### src/rtl/rr_mux_reg_if.sv
// Handshake bundle for rr_mux_reg: N producer channels in, one registered consumer port out.
// The master modport is the producer/consumer environment; the slave modport is the mux itself.
interface rr_mux_reg_if #(
  parameter int WIDTH    = 8,
  parameter int CHANNELS = 4
);
  localparam int SEL_W = (CHANNELS > 1) ? $clog2(CHANNELS) : 1;

  logic [CHANNELS*WIDTH-1:0] in_data;
  logic [CHANNELS-1:0]       in_valid;
  logic [CHANNELS-1:0]       in_ready;
  logic                      mode;
  logic [SEL_W-1:0]          sel;
  logic [WIDTH-1:0]          out_data;
  logic [SEL_W-1:0]          out_chan;
  logic                      out_valid;
  logic                      out_ready;

  modport master (
    output in_data, in_valid, mode, sel, out_ready,
    input  in_ready, out_data, out_chan, out_valid
  );

  modport slave (
    input  in_data, in_valid, mode, sel, out_ready,
    output in_ready, out_data, out_chan, out_valid
  );
endinterface

### src/rtl/rr_mux_reg.sv
// Parametrised N:1 channel mux with fixed or round-robin selection, feeding a single
// registered output stage with valid/ready handshakes on both sides.
module rr_mux_reg #(
  parameter int WIDTH    = 8,
  parameter int CHANNELS = 4
) (
  input logic          clk,
  input logic          rst_n,
  rr_mux_reg_if.slave  bus
);
  localparam int SEL_W = (CHANNELS > 1) ? $clog2(CHANNELS) : 1;

  typedef enum logic {
    MODE_FIXED = 1'b0,
    MODE_RR    = 1'b1
  } mode_e;

  logic [WIDTH-1:0] out_data_q, out_data_d;
  logic [SEL_W-1:0] out_chan_q, out_chan_d;
  logic             out_valid_q, out_valid_d;
  logic [SEL_W-1:0] ptr_q, ptr_d;

  logic             load_en;
  logic             grant_valid;
  logic [SEL_W-1:0] grant_idx;
  logic [WIDTH-1:0] grant_data;
  int               idx;

  assign load_en = !out_valid_q || bus.out_ready;

  // Grant selection. Every index is compared against loop constants, so channel numbers
  // at or above CHANNELS can never be granted.
  // NOTE: every variable assigned in always_comb gets a default first; a path that skips an
  // assignment would otherwise infer a latch.
  always_comb begin
    grant_valid = 1'b0;
    grant_idx   = '0;
    idx         = 0;
    if (mode_e'(bus.mode) == MODE_FIXED) begin
      for (int j = 0; j < CHANNELS; j++) begin
        if ((CHANNELS == 1 || int'(bus.sel) == j) && bus.in_valid[j]) begin
          grant_valid = 1'b1;
          grant_idx   = SEL_W'(j);
        end
      end
    end else begin
      // Search starts just after the last granted channel and wraps at CHANNELS-1.
      for (int k = 1; k <= CHANNELS; k++) begin
        idx = int'(ptr_q) + k;
        if (idx >= CHANNELS) idx = idx - CHANNELS;
        for (int j = 0; j < CHANNELS; j++) begin
          if (!grant_valid && j == idx && bus.in_valid[j]) begin
            grant_valid = 1'b1;
            grant_idx   = SEL_W'(j);
          end
        end
      end
    end
  end

  always_comb begin
    grant_data = '0;
    for (int j = 0; j < CHANNELS; j++) begin
      if (grant_idx == SEL_W'(j)) grant_data = bus.in_data[j*WIDTH +: WIDTH];
    end
  end

  // in_ready is gated by rst_n so that no producer sees an accept while reset is asserted.
  always_comb begin
    bus.in_ready = '0;
    for (int j = 0; j < CHANNELS; j++) begin
      bus.in_ready[j] = rst_n && load_en && grant_valid && (grant_idx == SEL_W'(j));
    end
  end

  always_comb begin
    out_data_d  = out_data_q;
    out_chan_d  = out_chan_q;
    out_valid_d = out_valid_q;
    ptr_d       = ptr_q;
    if (load_en) begin
      out_valid_d = grant_valid;
      if (grant_valid) begin
        out_data_d = grant_data;
        out_chan_d = grant_idx;
        ptr_d      = grant_idx;
      end
    end
  end

  // NOTE: state flops use non-blocking assignments so all registers update from the same
  // pre-edge values, independent of statement order.
  always_ff @(posedge clk or negedge rst_n) begin
    if (!rst_n) begin
      out_data_q  <= '0;
      out_chan_q  <= '0;
      out_valid_q <= 1'b0;
      ptr_q       <= SEL_W'(CHANNELS - 1);
    end else begin
      out_data_q  <= out_data_d;
      out_chan_q  <= out_chan_d;
      out_valid_q <= out_valid_d;
      ptr_q       <= ptr_d;
    end
  end

  assign bus.out_data  = out_data_q;
  assign bus.out_chan  = out_chan_q;
  assign bus.out_valid = out_valid_q;
endmodule

### src/flat_wrapper.sv
// flat-port wrapper written by rule: the top's interface ports become plain ports
module rr_mux_reg_flat 
#(
  parameter int WIDTH    = 8,
  parameter int CHANNELS = 4
)
  (clk, rst_n, bus_in_data, bus_in_valid, bus_mode, bus_sel, bus_out_ready, bus_in_ready, bus_out_data, bus_out_chan, bus_out_valid);
  rr_mux_reg_if #(.WIDTH(WIDTH), .CHANNELS(CHANNELS)) bus_i ();
  input logic clk;
  input logic rst_n;
  input wire logic [$bits(bus_i.in_data)-1:0] bus_in_data;
  input wire logic [$bits(bus_i.in_valid)-1:0] bus_in_valid;
  input wire logic [$bits(bus_i.mode)-1:0] bus_mode;
  input wire logic [$bits(bus_i.sel)-1:0] bus_sel;
  input wire logic [$bits(bus_i.out_ready)-1:0] bus_out_ready;
  output wire logic [$bits(bus_i.in_ready)-1:0] bus_in_ready;
  output wire logic [$bits(bus_i.out_data)-1:0] bus_out_data;
  output wire logic [$bits(bus_i.out_chan)-1:0] bus_out_chan;
  output wire logic [$bits(bus_i.out_valid)-1:0] bus_out_valid;
  assign bus_i.in_data = bus_in_data;
  assign bus_i.in_valid = bus_in_valid;
  assign bus_i.mode = bus_mode;
  assign bus_i.sel = bus_sel;
  assign bus_i.out_ready = bus_out_ready;
  assign bus_in_ready = bus_i.in_ready;
  assign bus_out_data = bus_i.out_data;
  assign bus_out_chan = bus_i.out_chan;
  assign bus_out_valid = bus_i.out_valid;
  rr_mux_reg #(.WIDTH(WIDTH), .CHANNELS(CHANNELS)) u_core (.clk(clk), .rst_n(rst_n), .bus(bus_i));
endmodule
### config.mk
export PLATFORM = sky130hd
export DESIGN_NAME = rr_mux_reg_flat
export DESIGN_NICKNAME = d
export VERILOG_FILES = /design/src/rtl/rr_mux_reg_if.sv /design/src/rtl/rr_mux_reg.sv /design/src/flat_wrapper.sv
export SDC_FILE = /design/constraint.sdc
export NUM_CORES = 1
export LEC_CHECK = 0
export BUFFER_PORTS_ARGS = -buffer_cell sky130_fd_sc_hd__buf_2
export CAP_MARGIN = 5
export CORE_MARGIN = 2
export CORE_UTILIZATION = 48
export CTS_BUF_LIST = sky130_fd_sc_hd__clkbuf_2 sky130_fd_sc_hd__clkbuf_4 sky130_fd_sc_hd__clkbuf_8
export DETAILED_ROUTE_END_ITERATION = 12
export GPL_ROUTABILITY_DRIVEN = 0
export PLACE_DENSITY = 0.87
export SLEW_MARGIN = 20
export SYNTH_ARGS = -nofsm -noshare
export SYNTH_HDL_FRONTEND = slang
export SYNTH_SLANG_ARGS = --single-unit
### constraint.sdc
create_clock -name clk -period 6.4 [get_ports clk]
set_clock_uncertainty 0.15 [all_clocks]
set_input_delay 0.32 -clock clk [delete_from_list [all_inputs] [get_ports clk]]
set_output_delay 0.32 -clock clk [all_outputs]
set_load 0.005 [all_outputs]
---- Yosys cells after proc, flatten, opt, wreduce, memory -nomap -nowiden ----
Cells that the tools add are included.
word-level totals
  bits in registers ....................... 13
  latch bits .............................. 0
  RAM bits ................................ 0
  ROM bits ................................ 0
  output and inout port bits .............. 15
  word-level logic and storage cells ...... 166
  memories kept ........................... 0
operators by class
  add/sub/neg operators ................... 8
  $mul .................................... 0
  divide/modulo/power cells ............... 0
  order comparisons ....................... 4
  eq/ne operators ......................... 18
  shift operators ......................... 0
  muxes and demuxes ....................... 67
  bitwise operators ....................... 0
  reduce and logical (&&, ||, !) cells .... 65
operators with widths
  cell                                                                                   number
  3-bit by 32-bit equality test with 1-bit output (first input constant)                 8
  32-bit 2-to-1 mux                                                                      8
  2-bit by 32-bit equality test with 1-bit output (first input constant)                 4
  32-bit by 4-bit greater-or-equal comparator with 1-bit output (second input constant)  4
  32-bit zero test                                                                       4
  32-bit by 4-bit subtractor with 32-bit output (second input constant)                  4
  1-bit logical AND                                                                      41
  1-bit 2-to-1 mux                                                                       38
  2-bit 2-to-1 mux                                                                       17
  8-bit 2-to-1 mux                                                                       4
  1-bit zero test                                                                        16
  2-bit equality test (second input constant)                                            4
  2-bit by 2-bit adder with 3-bit output (second input constant)                         2
  2-bit by 3-bit adder with 4-bit output (second input constant)                         1
  2-bit by 1-bit equality test with 1-bit output (second input constant)                 2
  2-bit zero test                                                                        2
  2-bit by 1-bit adder with 3-bit output (second input constant)                         1
  2-bit AND reduction                                                                    1
  1-bit logical OR                                                                       1

---- Depth between registers and ports, before layout ----
  depth in word-level cells ............... 88
  depth in mapped cells ................... 7
  depth with buffers taken out ............ 5

---- Worst setup path before layout ----
Ideal clock, no wire load.
  kind .................................... reg2out
  start ................................... register u_core.ptr_q[1]
  end ..................................... output bus_in_ready[0]
  arrival ................................. 1982 ps
  required time ........................... 5930 ps
  path slack .............................. 3948 ps
  cell stages (with the launch flop) ...... 8
  buffers on the path ..................... 2
  cells stage by stage .................... dfstp_2 -> mux2_4 -> a32o_1 -> a222oi_1 -> buf_6 -> buf_12 -> nand2_1 -> nor2_1
between the ends
  word-level cells in the longest chain between the ends .. 85
RTL lines
  item                                                                                                                            RTL line            RTL
  start, declared                                                                                                                 rr_mux_reg.sv:21    logic [SEL_W-1:0] ptr_q, ptr_d;
  start signal, assigned                                                                                                          rr_mux_reg.sv:98    ptr_q <= SEL_W'(CHANNELS - 1);
  start signal, assigned                                                                                                          rr_mux_reg.sv:103   ptr_q <= ptr_d;
  2-bit by 1-bit adder with 3-bit output                                                                                          rr_mux_reg.sv:49    idx = int'(ptr_q) + k;
  32-bit by 4-bit subtractor with 32-bit output or 32-bit by 4-bit greater-or-equal comparator with 1-bit output (tied branches)  rr_mux_reg.sv:50    if (idx >= CHANNELS) idx = idx - CHANNELS;
  32-bit 2-to-1 mux                                                                                                               rr_mux_reg.sv:50
  32-bit 2-to-1 mux                                                                                                               rr_mux_reg.sv:39    if (mode_e'(bus.mode) == MODE_FIXED) begin
  32-bit zero test                                                                                                                rr_mux_reg.sv:52    if (!grant_valid && j == idx && bus.in_valid[j]) begin
  1-bit logical AND                                                                                                               rr_mux_reg.sv:52
  1-bit 2-to-1 mux                                                                                                                rr_mux_reg.sv:52
  1-bit 2-to-1 mux                                                                                                                rr_mux_reg.sv:39
  [68 not listed]                                                                                                                 --
  1-bit 2-to-1 mux                                                                                                                rr_mux_reg.sv:52
  1-bit 2-to-1 mux                                                                                                                rr_mux_reg.sv:39
  1-bit zero test                                                                                                                 rr_mux_reg.sv:52
  1-bit logical AND (2 in a row)                                                                                                  rr_mux_reg.sv:52
  2-bit 2-to-1 mux or 1-bit 2-to-1 mux (tied branches)                                                                            rr_mux_reg.sv:52
  2-bit 2-to-1 mux or 1-bit 2-to-1 mux (tied branches)                                                                            rr_mux_reg.sv:39
  2-bit zero test or 1-bit logical AND (tied branches)                                                                            rr_mux_reg.sv:72    bus.in_ready[j] = rst_n && load_en && grant_valid && (grant_idx == SEL_W'(j));
  1-bit logical AND *                                                                                                             rr_mux_reg.sv:72
  end, declared                                                                                                                   flat_wrapper.sv:16  output wire logic [$bits(bus_i.in_ready)-1:0] bus_in_ready;
Every way passes the cells marked *; elsewhere a longest branch is shown, timed or not. The select of a mux whose other input is x is not followed.

---- Worst setup path after layout ----
Same ends and word-level chain as after synthesis.

==> parameters.txt <==
Parameter                              Value

Route
  Number of search-and-repair iterations in the first detailed-routing pass ... 4
  DRT iter0 DRCs ... 25
  Final antenna-violating net count ... 0
  Remaining design rule violation count ... 0
  Post-detailed-route wirelength per cell ... 12.78 µm
  Via density per instance ... 5.118
  Total detailed-routing wirelength ... 2.275 mm
  Vias post-DR ... 911

Outcome
  Result of the run ... finished clean

Die
  Die outline width ... 48.51 µm
  Number of I/O pins ... 57
  Initial Utilization ... 49.48%
  Area of the die ... 2353 µm²
  Row cnt ... 16
  Core area ... 1922 µm²
  Die span in y ... 48.51 µm

Worst setup path
  Worst-case reg-to-reg path depth ... 6
  Critical setup path kind ... reg2out
  Critical Path Source Type ... register
  Crit Reg-Reg Endpoint ... u_core.bus.out_data[3]
  Kind of end point of the critical path ... primary output
  Beginning of the worst register-to-register path ... u_core.ptr_q[1]
  Critical path capture point ... bus_in_ready[0]
  Data arrival at the endpoint of the critical path ... 2.40 ns
  Critical path data required time ... 5.93 ns
  Internal reg-to-reg setup slack ... 3.97 ns
  Worst-path maximum fanout ... 11
  CP startpoint ... u_core.ptr_q[1]

Yosys
  Fraction of synthesized area in multiplexers ... 21.71%
  Most area-consuming cells after synthesis ... sky130_fd_sc_hd__dfrtp_1 (29%), sky130_fd_sc_hd__mux2i_1 (19%), sky130_fd_sc_hd__a221oi_2 (11%)
  Most frequent cells after synthesis ... sky130_fd_sc_hd__mux2i_1 (18), sky130_fd_sc_hd__nor2_1 (15), sky130_fd_sc_hd__dfrtp_1 (11)
  Parity-gate share of the synthesized area counting xor and xnor cells ... 0%
  EDFF count, synth ... 0
  Synthesized area per cell ... 10.34 µm²
  Flop and latch count out of synthesis ... 13
  Gate Count Post-Synth ... 92
  Share of synthesized area occupied by flip-flops and latches ... 34.47%
  Combinational family with the most area after synthesis ... compound AO/OA/AOI/OAI gates
  Post-synth top area cell ... sky130_fd_sc_hd__dfrtp_1
  Netlist Area Pre-Place ... 950.9 µm²
  FFs w/ async S/R, synth ... 100.0%
  Simple logic cell fraction of the synthesized area ... 15.39%
  Number of library cell types mapped by synthesis ... 29
  Most frequently used flop master after synthesis ... sky130_fd_sc_hd__dfrtp_1
  Proportion of netlist area held by the largest area contributor ... 28.95%
  Top-count cell post-synth ... sky130_fd_sc_hd__mux2i_1
  Net Count, Synth ... 134
  Post-Synth Adder-Cell Area ... 0%
  Fraction of the mapped netlist area in compound gates ... 22.11%
  Synthesis Warnings ... 0

Timing
  Post-route setup TNS ... 0 ns
  Hold slack final ... 0.1267 ns
  Final Hold Vio Count ... 0
  Worst relative slew slack ... 42.00%
  Clock period minus worst slack ... 2.868 ns
  Final critical-path share of the clock period ... 44.82%
  Maximum frequency from static timing analysis ... 0.3486 GHz
  Final Max Tran Viols ... 0
  Setup slack of the critical path after layout ... 3.532 ns
  Tightest Pin Transition ... 0.8682 ns
  Setup repair after global routing missed its margin ... no
  Count of endpoints failing setup in the final report ... 0

Cells and area
  Final antenna diode count ... 0
  Ratio of cells with drive above 1 in the final layout ... 50.99%
  Core Util, Final ... 66.73%
  Post-layout net count ... 194
  Area Growth Syn to Fin ... 34.87%

Global route
  Maximum number of pins on one net before global-route repair ... 18
  Antenna violations before repair ... 0
  Final global-route overflow total ... 0
  All-layer global routing usage ... 19.79%
  Global-route wire length before repair ... 3.663 mm
  Number of global-route vias before repair ... 854

Pwr
  Sw power ... 102.2 µW
  Tot Pwr ... 303.4 µW
  Sw Share ... 33.70%
  Static leakage ... 0.0006742 µW
  Clk network pwr share ... 18.6%
  Sequential cell fraction of total power ... 39.5%
  Power share of the combinational group ... 42.0%
  Maximum vdd ir drop ... 158.5 µV
  Total power density per cell area ... 236.5 nW/µm²
  Internal power component ... 201.1 µW

CTS
  Cell at the root of the clock tree ... sky130_fd_sc_hd__clkbuf_4
  Clock edge transition at the registers on the reported setup and hold paths ... 0.08 ns
  Clock latency on the worst-skew pair ... 0.28 ns
  Buffers from clock root to sink, at most ... 2
  Clock tree sinks ... 13
  TritonCTS clock tree ... done
  H-Tree Level Count ... 1
  Number of gates resized after CTS ... 0
  CTS Buf Count ... 3

Job
  Maximum Capacitance Violations ... 0

Hold path
  Worst min path class ... in2reg

Placed design
  Half-perimeter wire length of the detailed placement result ... 1.780 mm
  Worst setup slack after placement ... 3.835 ns
  Port-buffer cells ... 56
layout by cell type (no fill, tap or decap), drive strengths merged, types with 3 or more instances in the layout:
cell type,Yosys,routed
inv,4,4
nor2,15,15
nor3b,3,3
buf,4,59
nand2,5,5
dfrtp,11,11
clkbuf,1,4
o21a,3,3
a221oi,8,8
mux2i,18,18
routing by layer:
layer | global-route usage [%] | vias to the layer above | routed length [µm]
li1 | - | 461 | -
met1 | 25.25 | 412 | 990
met2 | 33.10 | 36 | 1118
met3 | 3.395 | 2 | 151
met4 | 8.571 | 0 | 14
met5 | 0 | - | 0
timing repair:
item,4_1_cts,5_1_grt
setup buffers,0,0
hold buffers,1,0
hold endpoints to repair,11,0
setup endpoints to repair,0,0
power by group through the flow:
stage,Clock (µW),Sequential (µW),Combinational (µW)
after floorplan,0,122,82.7
after global placement,0,121,124
after detailed placement,0,121,127
after CTS,57.8,120,128
after global routing,62.6,123,139
final,56.3,120,127
area by class of cell:
class | count | area (µm²)
Tap cell | 27 | 33.78
Sequential cell | 13 | 327.8
Inverter | 4 | 15.01
Multi-Input combinational cell | 70 | 563.0
Clock buffer | 4 | 30.03
Fill cell | 171 | 639.4
Timing Repair Buffer | 60 | 312.8
stage by stage:
step / instance area (µm²) / cells
6_report: 1282 / 178
5_1_grt: 1282 / 178
4_1_cts: 1282 / 178
3_5_place_dp: 1242 / 173
3_3_place_gp: 1242 / 173
2_1_floorplan: 950.9 / 92
cell families after synthesis:
kind of cell,count (synthesis)
and+or+nand+nor,30
AOI/OAI and AO/OA,20
muxes,20
DFF,13
buffers and inverters,9
worst min path at each step:
| stage | startpoint | end | slack, ns | depth (start not counted) |
|---|---|---|---|---|
| after floorplan | rst_n | u_core.bus.out_chan[0] | -0.13 | 0 |
| after global placement | rst_n | u_core.bus.out_data[1] | 0.08 | 1 |
| after detailed placement | rst_n | u_core.bus.out_data[2] | 0.09 | 1 |
| after CTS | bus_out_ready | u_core.bus.out_valid | 0.13 | 2 |
| after global routing | bus_out_ready | u_core.bus.out_valid | 0.13 | 2 |
| final | bus_out_ready | u_core.bus.out_valid | 0.13 | 2 |
worst max-delay path, stage by stage, from the launching register on:
cell,delay [ns]
sky130_fd_sc_hd__dfstp_2,0.59
sky130_fd_sc_hd__mux2_4,0.30
sky130_fd_sc_hd__a32o_1,0.20
sky130_fd_sc_hd__a222oi_1,0.39
sky130_fd_sc_hd__buf_4,0.28
sky130_fd_sc_hd__nand2_1,0.13
sky130_fd_sc_hd__nor2_1,0.12
sky130_fd_sc_hd__buf_2,0.12
flip-flops by register name, indices dropped and copies added (netlist names):
| signal | flops |
|---|---|
| u_core.bus.out_data | 8 |
| u_core.ptr_q | 2 |
| u_core.bus.out_valid | 1 |
| u_core.bus.out_chan | 2 |
Power figures use the tool's default switching activity.
